**src/rtl/ps2_pkg.sv**
```systemverilog
// ps2_pkg: declarations shared by the PS/2 receive path (and the future
// host-to-device transmitter).
//   ps2_rx_state_t     : receiver FSM states IDLE, DATA, PARITY, STOP
//   PS2_DATA_BITS      : payload bits per frame
//   PS2_FRAME_BITS     : start + data + parity + stop
//   PS2_TIMEOUT_CYCLES : default inactivity watchdog limit in system clocks
package ps2_pkg;

    typedef enum logic [1:0] {
        IDLE   = 2'd0,
        DATA   = 2'd1,
        PARITY = 2'd2,
        STOP   = 2'd3
    } ps2_rx_state_t;

    localparam int unsigned PS2_DATA_BITS      = 8;
    localparam int unsigned PS2_FRAME_BITS     = 11;
    localparam int unsigned PS2_TIMEOUT_CYCLES = 5000;

endpackage

```
**src/rtl/ps2_sync_edge.sv**
```systemverilog
// ps2_sync_edge: multi-flop synchronizer for the raw PS/2 clock and data
// lines plus falling-edge detection on the synchronized clock.
// Ports:
//   clk, rst_n : system clock, asynchronous active-low reset
//   ps2_clk    : raw PS/2 clock line (asynchronous)
//   ps2_data   : raw PS/2 data line (asynchronous)
//   clk_fall   : high for one cycle after a falling edge reaches the last sync flop
//   data_sync  : synchronized data line, aligned with clk_fall
module ps2_sync_edge #(
    parameter int unsigned STAGES = 2
) (
    input  logic clk,
    input  logic rst_n,
    input  logic ps2_clk,
    input  logic ps2_data,
    output logic clk_fall,
    output logic data_sync
);

    logic [STAGES-1:0] clk_sr;
    logic [STAGES-1:0] data_sr;
    logic              clk_prev;

    // All flops reset to the idle-high line level so that releasing reset
    // with the bus idle does not look like a falling edge.
    always_ff @(posedge clk or negedge rst_n) begin
        if (!rst_n) begin
            clk_sr   <= '1;
            data_sr  <= '1;
            clk_prev <= 1'b1;
        end else begin
            clk_sr   <= {clk_sr[STAGES-2:0], ps2_clk};
            data_sr  <= {data_sr[STAGES-2:0], ps2_data};
            clk_prev <= clk_sr[STAGES-1];
        end
    end

    assign clk_fall  = clk_prev & ~clk_sr[STAGES-1];
    assign data_sync = data_sr[STAGES-1];

endmodule

```
**src/rtl/ps2_rx_frame.sv**
```systemverilog
// ps2_rx_frame: PS/2 device-to-host frame receiver. Deserializes 11-bit
// frames (start, 8 data LSB first, parity, stop) sampled on PS/2 clock
// falling edges. Parity is passed on unchecked.
// Optional feature: define PS2_RX_TIMEOUT_EN to build an inactivity watchdog
// that aborts a partial frame after TIMEOUT_CYCLES clocks without an edge.
// Ports:
//   clk, rst_n   : system clock, asynchronous active-low reset
//   ps2_clk      : raw PS/2 clock line
//   ps2_data     : raw PS/2 data line
//   rx_data      : last good byte, held until the next good frame
//   rx_parity    : parity bit of the last good frame
//   rx_valid     : one-cycle strobe, rx_data/rx_parity updated
//   rx_frame_err : one-cycle strobe, stop bit sampled low
//   rx_timeout   : one-cycle strobe, watchdog abort (0 without the watchdog)
//   rx_busy      : high while a frame is in progress
module ps2_rx_frame
    import ps2_pkg::*;
#(
    parameter int unsigned SYNC_STAGES    = 2,
    parameter int unsigned TIMEOUT_CYCLES = PS2_TIMEOUT_CYCLES
) (
    input  logic       clk,
    input  logic       rst_n,
    input  logic       ps2_clk,
    input  logic       ps2_data,
    output logic [7:0] rx_data,
    output logic       rx_parity,
    output logic       rx_valid,
    output logic       rx_frame_err,
    output logic       rx_timeout,
    output logic       rx_busy
);

    localparam int unsigned CNT_W = $clog2(PS2_DATA_BITS);

    ps2_rx_state_t                    state;
    logic [CNT_W-1:0]                 bit_cnt;
    logic [PS2_DATA_BITS-1:0]         shreg;
    logic                             par_hold;
    logic                             fall;
    logic                             bit_in;
    logic                             wd_hit;

    ps2_sync_edge #(
        .STAGES (SYNC_STAGES)
    ) u_sync (
        .clk       (clk),
        .rst_n     (rst_n),
        .ps2_clk   (ps2_clk),
        .ps2_data  (ps2_data),
        .clk_fall  (fall),
        .data_sync (bit_in)
    );

`ifdef PS2_RX_TIMEOUT_EN
    localparam int unsigned WD_W = (TIMEOUT_CYCLES > 1) ? $clog2(TIMEOUT_CYCLES) : 1;

    logic [WD_W-1:0] wd_cnt;

    always_ff @(posedge clk or negedge rst_n) begin
        if (!rst_n) begin
            wd_cnt <= '0;
        end else if (fall || state == IDLE || wd_hit) begin
            wd_cnt <= '0;
        end else begin
            wd_cnt <= wd_cnt + 1'b1;
        end
    end

    assign wd_hit = (state != IDLE) && (wd_cnt == WD_W'(TIMEOUT_CYCLES - 1));
`else
    assign wd_hit = 1'b0;
`endif

    always_ff @(posedge clk or negedge rst_n) begin
        if (!rst_n) begin
            state        <= IDLE;
            bit_cnt      <= '0;
            shreg        <= '0;
            par_hold     <= 1'b0;
            rx_data      <= '0;
            rx_parity    <= 1'b0;
            rx_valid     <= 1'b0;
            rx_frame_err <= 1'b0;
            rx_timeout   <= 1'b0;
            rx_busy      <= 1'b0;
        end else begin
            rx_valid     <= 1'b0;
            rx_frame_err <= 1'b0;
            rx_timeout   <= 1'b0;
            // A sampled edge wins over a watchdog terminal count in the same cycle.
            if (fall) begin
                case (state)
                    IDLE: begin
                        // A high sample here is a glitch, not a start bit.
                        if (!bit_in) begin
                            state   <= DATA;
                            bit_cnt <= '0;
                            rx_busy <= 1'b1;
                        end
                    end
                    DATA: begin
                        shreg   <= {bit_in, shreg[PS2_DATA_BITS-1:1]};
                        bit_cnt <= bit_cnt + 1'b1;
                        if (bit_cnt == CNT_W'(PS2_DATA_BITS - 1)) begin
                            state <= PARITY;
                        end
                    end
                    PARITY: begin
                        par_hold <= bit_in;
                        state    <= STOP;
                    end
                    STOP: begin
                        if (bit_in) begin
                            rx_data   <= shreg;
                            rx_parity <= par_hold;
                            rx_valid  <= 1'b1;
                        end else begin
                            rx_frame_err <= 1'b1;
                        end
                        state   <= IDLE;
                        rx_busy <= 1'b0;
                    end
                    default: begin
                        state   <= IDLE;
                        rx_busy <= 1'b0;
                    end
                endcase
            end else if (wd_hit) begin
                state      <= IDLE;
                rx_busy    <= 1'b0;
                rx_timeout <= 1'b1;
            end
        end
    end

endmodule

```
**config.mk**
```make
export PLATFORM = sky130hd
export DESIGN_NAME = ps2_rx_frame
export DESIGN_NICKNAME = d
export VERILOG_FILES = /design/src/rtl/ps2_pkg.sv /design/src/rtl/ps2_sync_edge.sv /design/src/rtl/ps2_rx_frame.sv
export SDC_FILE = /design/constraint.sdc
export NUM_CORES = 1
export LEC_CHECK = 0
export BUFFER_PORTS_ARGS = -buffer_cell sky130_fd_sc_hd__buf_4
export CORE_MARGIN = 5
export CORE_UTILIZATION = 54
export DETAILED_ROUTE_END_ITERATION = 10
export HOLD_SLACK_MARGIN = 0.05
export PLACE_DENSITY = 0.84
export RECOVER_POWER = 100
export SLEW_MARGIN = 10
export SYNTH_ARGS = -nofsm -noshare
export SYNTH_HDL_FRONTEND = slang
export SYNTH_SLANG_ARGS = --single-unit
```
**constraint.sdc**
```tcl
create_clock -name clk -period 1.57 [get_ports clk]
set_input_delay 0 -clock clk [delete_from_list [all_inputs] [get_ports clk]]
set_output_delay 0 -clock clk [all_outputs]
set_load 0.03 [all_outputs]
```
# Word-level counts from Yosys, hierarchy flattened
# Cells that the tools add are included.
# W data, S select, Z words.
[totals] reg_bits=31 wordCells=43
[op_classes] n_bitwise=2 eq_ne=6 addsub=1 n_mux=13 reduce_logical=9
[ops] op="$reduce_and A3 Y1" count=4
[ops] op="$pmux W2 S4" count=1
[ops] op="$mux W1" count=7
[ops] op="$pmux W3 S2" count=1
[ops] op="$eq A2 B2 Y1 const B" count=2
[ops] op="$mux W2" count=2
[ops] op="$ne A2 B2 Y1 const B" count=2
[ops] op="$reduce_and A2 Y1" count=2
[ops] op="$reduce_bool A2 Y1" count=2
[ops] op="$add A3 B1 Y3 const B" count=1
[ops] op="$eq A3 B3 Y1 const B" count=1
[ops] op="$mux W3" count=1
[ops] op="$eq A2 B1 Y1 const B" count=1
[ops] op="$logic_not A2 Y1" count=1
[ops] op="$pmux W1 S2" count=1
[ops] op="$and A1 B1 Y1" count=1
[ops] op="$not A1 Y1" count=1

# Depth between registers and ports, before layout
# Gate-level depths: netlist of the first run.
[logic_depth] word_depth=3 mapped_depth=5 depth_no_buf=5

# Hierarchy
# From an unflattened synthesis of the first run, not the netlist that was laid out.
[unflattened] hier_cells=80 hier_area_um2=1243.7
[by_module_without_submodules] mod="ps2_rx_frame" cells_per_inst=74 area_each_um2=1098.6 instances=1 seq_area_each_um2=650.6
[by_module_without_submodules] mod="ps2_sync_edge" cells_per_inst=6 area_each_um2=145.1 instances=1 seq_area_each_um2=131.4

# Worst setup path before layout of the first run
# No wires, ideal clock.
[synth_path] path_type="register to register" from="register bit_cnt[0]" to="register state[1]" stages_incl_launch_ff=6 arrival_ns=1.278 path_buffers=0 t_required_ns=1.445 setup_slack_ns=0.167 cell_sequence="dfrtp_1 -> ha_1 -> ha_1 -> nand2b_1 -> nand3_1 -> mux2_2"
[synth_via] elab_chain_cells=3
[synth_rtl] element="from (decl)" line_no="ps2_rx_frame.sv:37" rtl="logic [CNT_W-1:0] bit_cnt;"
[synth_rtl] element="from (signal assigned)" line_no="ps2_rx_frame.sv:104" rtl="bit_cnt <= bit_cnt + 1'b1;"
[synth_rtl] element="$eq A3 B3 Y1" line_no="ps2_rx_frame.sv:105" rtl="if (bit_cnt == CNT_W'(PS2_DATA_BITS - 1)) begin"
[synth_rtl] element="$ne A2 B2 Y1 (no source line)"
[synth_rtl] element="$reduce_and A3 Y1 (no source line)"
[synth_rtl] element="to (signal assigned)" line_no="ps2_rx_frame.sv:106" rtl="state <= PARITY;"
[synth_rtl] element="to (signal assigned)" line_no="ps2_rx_frame.sv:111" rtl="state <= STOP;"
[synth_rtl] element="to (signal assigned)" line_no="ps2_rx_frame.sv:121" rtl="state <= IDLE;"
[synth_rtl] element="to (decl)" line_no="ps2_rx_frame.sv:36" rtl="ps2_rx_state_t state;"
# Every way passes these cells.
# A chain may end at the register's enable or synchronous reset.

# Worst setup path after layout of the first run
# Ends and elaborated chain as after synthesis.

==> impl_metrics.ini, run 1 <==
[yosys]
async_flop_share = 1.00
synth_ff_type = dfrtp_1
ys_ff_latch = 31
synth-seq-area-share = 0.628
synth_enable_flop_cells = 0
avgSynthCellArea_um2 = 15.6
syn_nets = 90
ys_types = 20
postSynthCellCount = 80
yosys_warnings = 0
synth_area_um2 = 1240

[timing]
tightest_slew_ns = 0.727
slew_viol_final = 0
period_minus_slack_ns = 1.50
relSlewSlack = 0.515
fin_skew_ns = 0.00932
fmax_mhz = 668
setup_ws_ns = 0.0730
hold_viol_final = 0
timing.final.crit_share = 0.953
rsz0062_at_grt = false
setup_viol = 0
finalSetupTns_ns = 0

[route]
antenna_left = 0
drc = 0
dr.pass1.iters = 4
drtIter0Drc = 4
via_count = 695
routedWlPerCell_um = 14.9
wirelength_mm = 1.99
vias_per_cell = 5.23

[run_status]
outcome = complete, no violations

[flow_run]
max_cap_viol_count = 0

[final_layout]
fill_cells = 183
seq_area_um2 = 782
final_nets = 114
antenna_cells = 0
multi_input_area_um2 = 435
drive_above_1_share = 0.410
area_delta_synth_final_pct = 16.7

[worst_hold_path]
min_path_type = input pin to async pin

[cts]
clk_transition_reported_paths_ns = 0.10
clockRootBuffer = clkbuf_4
cts_tree = built
clock_latency_ns = 0.32
clk_path_buf_depth = 2
numCtsBuffers = 5
cts.sinks = 31
htree_levels = 2

[worst_setup_path]
path_delay_family = flip-flops
crit_chain = ha_1 > ha_1 > nand2b_1 > nand3_2 > mux2_2
slowest_delay_ns = 0.41
r2r_slack_ns = 0.07
cpMostUsedCell = ha_1
cp.arrival_ns = 1.71
critical_path_class = register to register
cpMaxStageDelayCell = dfrtp_1
cp_max_fo = 2
worstPathBufferInverterCount = 0
critPathLaunchType = register
cp-end-kind = register
critPathRequiredTime_ns = 1.79

[placed_design]
dp_slack_ns = 0.0722
port_buffers = 15
gp_congestion = 0.718
dpl.hpwl_mm = 1.33

[global_routing]
grt_start_max_net_pins = 32
grt_pass1_vias = 751
grtUsageMet3 = 0.0579
grt_util_met2 = 0.235
grt-ovfl-total = 0
busiest_layer = met2
grt_pass1_wl_mm = 3.73
antenna_found_initial = 0
grtUsageTotal = 0.148
gr-usage-met1 = 0.186

[floorplan]
fp-row-count = 17
start_util = 0.563
die_width_um = 58.0
die_area_um2 = 3370
num_io_pins = 17
fp.coreArea_um2 = 2210
die_h_um = 58.0

[power]
power.density_nw_per_um2 = 1780
vdd_drop_max_v = 0.00118
leakage_nw = 0.716
## Yosys cell counts (all sizes together), types with 2 or more instances
| library cell | number | area (um2) |
|---|---|---|
| a22o | 2 | 20.0 |
| dfstp | 5 | 131 |
| a31oi | 2 | 12.5 |
| buf | 2 | 18.8 |
| ha | 6 | 75.1 |
| nand2 | 4 | 17.5 |
| nor2 | 2 | 7.51 |
| dfrtp | 26 | 651 |
| mux2 | 20 | 225 |
| nand3 | 2 | 22.5 |
| inv | 3 | 11.3 |
## cell families (layout without fill, tap and decap cells)
family | Yosys count | after routing | share of synthesized area
AND/OR/NAND/NOR | 11 | 11 | 0.0633
adder cells (fa/ha/maj) | 6 | 6 | 0.0603
buffers and inverters | 5 | 30 | 0.0241
AO/OA/AOI/OAI | 5 | 5 | 0.0322
multiplexers | 21 | 21 | 0.189
flip-flops | 31 | 31 | 0.628
other | 1 | 1 | 0.00301
## final timing paths
path | startpoint | to | depth (start not counted)
min reg2reg | u_sync.data_sr[0] | u_sync.data_sr[1] | 0
max | bit_cnt[0] | state[1] | 5
max in group asynchronous | rst_n | rx_data[3] | 2
min | rst_n | rx_busy | 2
min in group clk | ps2_data | u_sync.data_sr[0] | 2
max reg2reg | bit_cnt[0] | state[1] | 5
## sequential cells by signal, indices dropped and copies added (netlist names)
name             flops
rx_data              8
shreg                8
bit_cnt              3
state                2
u_sync.clk_sr        2
u_sync.data_sr       2
par_hold             1
rx_busy              1
rx_frame_err         1
rx_parity            1
rx_valid             1
u_sync.clk_prev      1
## routing by layer
metal	vias to the layer above	part of all wire
met3	4	0.056
li1	322	-
met5	-	0
met4	0	0.013
met1	352	0.42
met2	17	0.51
## timing repair
| item | 4_1_cts | 5_1_grt |
|---|---|---|
| endpoints found under the setup margin | 0 | 2 |
| gates resized for setup | 0 | 2 |
| setup buffers | 0 | 1 |
| hold buffers | 3 | 0 |
| hold endpoints to repair | 33 | 0 |
## cell type report
type	instances	area share
multi-input cells	44	0.300
flip-flops and latches	31	0.538
well taps	28	0.0241
clock inverters	2	0.0241
inverters	3	0.00775
clock buffers	6	0.0353
repair buffers	19	0.0706
## metrics by stage
step / power (mW) / cell area [um2] / std cells / hold WS, ns / utilization
after floorplan: 1.74 / 1240 / 80 / -0.296 / -
final: 2.59 / 1450 / 133 / 0.255 / 0.657
after global placement: 1.95 / 1370 / 121 / -0.0534 / 0.621
after CTS: 2.67 / 1490 / 132 / 0.126 / 0.674
after detailed placement: 1.99 / 1370 / 121 / -0.0544 / 0.621
after global routing: 2.75 / 1450 / 133 / 0.315 / 0.657
## power by group
group	internal [mW]	switching, mW	total [mW]
Combinational	0.325	0.425	0.751
Clock	0.376	0.269	0.645
Sequential	1.04	0.154	1.19
## cell usage in the layout, fill, tap and decap left out
master	count
clkbuf_8	1
bufinv_16	1
nand2_2	2
o211ai_1	1
a31oi_1	2
nand3_4	1
nor2b_4	1
conb_1	1
nand2_1	2
mux2i_1	1
nand3_2	1
clkinv_2	1
mux2_2	20
clkbuf_1	12
buf_4	1
clkbuf_4	7
and3_1	1
inv_1	3
dlygate4sd3_1	3
dfstp_2	4
clkbuf_2	1
dfrtp_1	26
a22o_2	2
nand2b_1	1
nor2_1	2
ha_1	6
dfstp_1	1
Power figures use the tool's default switching activity.
==> run 2, diff against run 1 <==
--- a/config.mk
+++ b/config.mk
@@ -6,8 +6,10 @@
 export NUM_CORES = 1
 export LEC_CHECK = 0
 export BUFFER_PORTS_ARGS = -buffer_cell sky130_fd_sc_hd__buf_4
+export CELL_PAD_IN_SITES_DETAIL_PLACEMENT = 0
+export CELL_PAD_IN_SITES_GLOBAL_PLACEMENT = 2
 export CORE_MARGIN = 5
-export CORE_UTILIZATION = 54
+export CORE_UTILIZATION = 39
 export DETAILED_ROUTE_END_ITERATION = 10
 export HOLD_SLACK_MARGIN = 0.05
 export PLACE_DENSITY = 0.84
==> impl_metrics.ini, run 2 (synthesis gave the netlist of run 1 again) <==
[run_status]
outcome = complete, no violations

[cts]
cts_setup_buffers = 0
clockRootBuffer = clkbuf_4
clk_transition_reported_paths_ns = 0.10
clk_path_buf_depth = 2
clock_latency_ns = 0.33
cts.sinks = 31
cts_tree = built
numCtsBuffers = 5
htree_levels = 2

[timing]
fin_skew_ns = 0.00783
setup_viol = 0
rsz0062_at_grt = false
tightest_slew_ns = 0.744
hold_viol_final = 0
finalSetupTns_ns = 0
fmax_mhz = 673
timing.final.crit_share = 0.947
period_minus_slack_ns = 1.49
slew_viol_final = 0
relSlewSlack = 0.504

[route]
dr.pass1.iters = 5
routedWlPerCell_um = 13.4
drtIter0Drc = 10
vias_per_cell = 4.66
wirelength_mm = 1.99
drc = 0
via_count = 689
antenna_left = 0

[final_layout]
multi_input_area_um2 = 440
top_regs = rx_data x8, shreg x8, bit_cnt x3
layout_common_cells = dfrtp_1 (26), mux2_2 (20), clkbuf_1 (12)
final_common_cell = dfrtp_1
seq_area_um2 = 782
post-route-cell-area_um2 = 1440
area_delta_synth_final_pct = 15.4
fill_cells = 317
antenna_cells = 0
drive_above_1_share = 0.413
final_nets = 113

[worst_setup_path]
r2r_slack_ns = 0.08
crit_path_start = state[0]
r2r_start = state[0]
critPathLaunchType = register
cp_max_fo = 5
cp.arrival_ns = 1.71
cp-end-kind = register
critical_path_class = register to register
r2r-end = bit_cnt[0]
worst-r2r-cell-count = 5
critPathRequiredTime_ns = 1.79

[global_routing]
grt_pass1_vias = 723
grtUsageTotal = 0.116
grt-ovfl-total = 0
grt_start_max_net_pins = 32
grt_pass1_wl_mm = 3.66
antenna_found_initial = 0

[power]
sequentialPowerShare = 0.502
switching_power_mw = 0.841
vdd_drop_max_v = 0.000961
power.density_nw_per_um2 = 1650
p_clk_frac = 0.185
intPower_mw = 1.52
comb_power_share = 0.313
leakage_nw = 0.693
switching_share = 0.356

[floorplan]
fp-row-count = 20
start_util = 0.408
fp.coreArea_um2 = 3050
die_h_um = 66.5
num_io_pins = 17
die_area_um2 = 4420
die_width_um = 66.5

[placed_design]
port_buffers = 15
dpl.hpwl_mm = 1.35
gp_congestion = 0.650
postPlaceCellArea_um2 = 1390

[flow_run]
max_cap_viol_count = 0

[worst_hold_path]
min_path_type = input pin to async pin
run 2: changes by cell type in the layout (fill, tap and decap cells not counted):
cell | previous run | this run
and3_4 | 0 | 1
nand2_2 | 2 | 1
clkbuf_8 | 1 | 0
and3_1 | 1 | 0
nand2_1 | 2 | 3
ha_2 | 0 | 1
ha_1 | 6 | 5
bufinv_16 | 1 | 0
buf_4 | 1 | 0
clkinv_2 | 1 | 3
run 2: worst max-delay path: stages, from the launching register on:
cell	delay (ns)
dfrtp_1	0.41
inv_1	0.11
ha_2	0.22
nand2_1	0.14
and3_4	0.23
mux2_2	0.26
run 2: power groups by stage:
stage / combinational (mW) / clock (mW) / sequential (mW)
after CTS: 0.808 / 0.455 / 1.19
after global placement: 0.762 / 0 / 1.20
after detailed placement: 0.793 / 0 / 1.21
after global routing: 0.824 / 0.503 / 1.23
final: 0.740 / 0.438 / 1.19
after floorplan: 0.420 / 0 / 1.32
run 2: final cells by class:
class | count | area share
multi-input cells | 44 | 0.307
inverters | 3 | 0.00784
repair buffers | 18 | 0.0662
clock buffers | 5 | 0.0261
clock inverters | 3 | 0.0105
well taps | 44 | 0.0383
flip-flops and latches | 31 | 0.544
run 2: worst max-delay path by stage:
stage,endpoint,slack [ns],cells after the start
final,bit_cnt[0],0.08,5
after global routing,bit_cnt[0],0.01,5
after CTS,state[1],0.05,5
after detailed placement,state[1],0.08,5
after global placement,state[1],0.13,5
after floorplan,state[1],0.17,5
run 2: per-layer routing:
metal  track usage  share of wire  up-vias
met4        0.0457          0.021        0
met2         0.173           0.48       21
met3        0.0590          0.077        5
met1         0.142           0.42      345
met5             0              0        -
li1              -              -      318
run 2: per-stage QoR:
| step | utilization | power, mW | cells | setup slack [ns] | hold WS (ns) |
|---|---|---|---|---|---|
| floorplan | - | 1.74 | 80 | 0.167 | -0.296 |
| global placement | 0.457 | 1.96 | 137 | 0.130 | -0.0522 |
| detailed placement | 0.457 | 2.00 | 137 | 0.0755 | -0.0471 |
| CTS | 0.484 | 2.46 | 148 | 0.0492 | 0.138 |
| global route | 0.470 | 2.56 | 148 | 0.0146 | 0.319 |
| finish | 0.470 | 2.36 | 148 | 0.0837 | 0.265 |
run 2: what timing repair did:
action | 4_1_cts | 5_1_grt
hold buffers | 3 | 0
endpoints found under the hold margin | 33 | 0
setup endpoints to repair | 0 | 2
gates resized for setup | 0 | 2
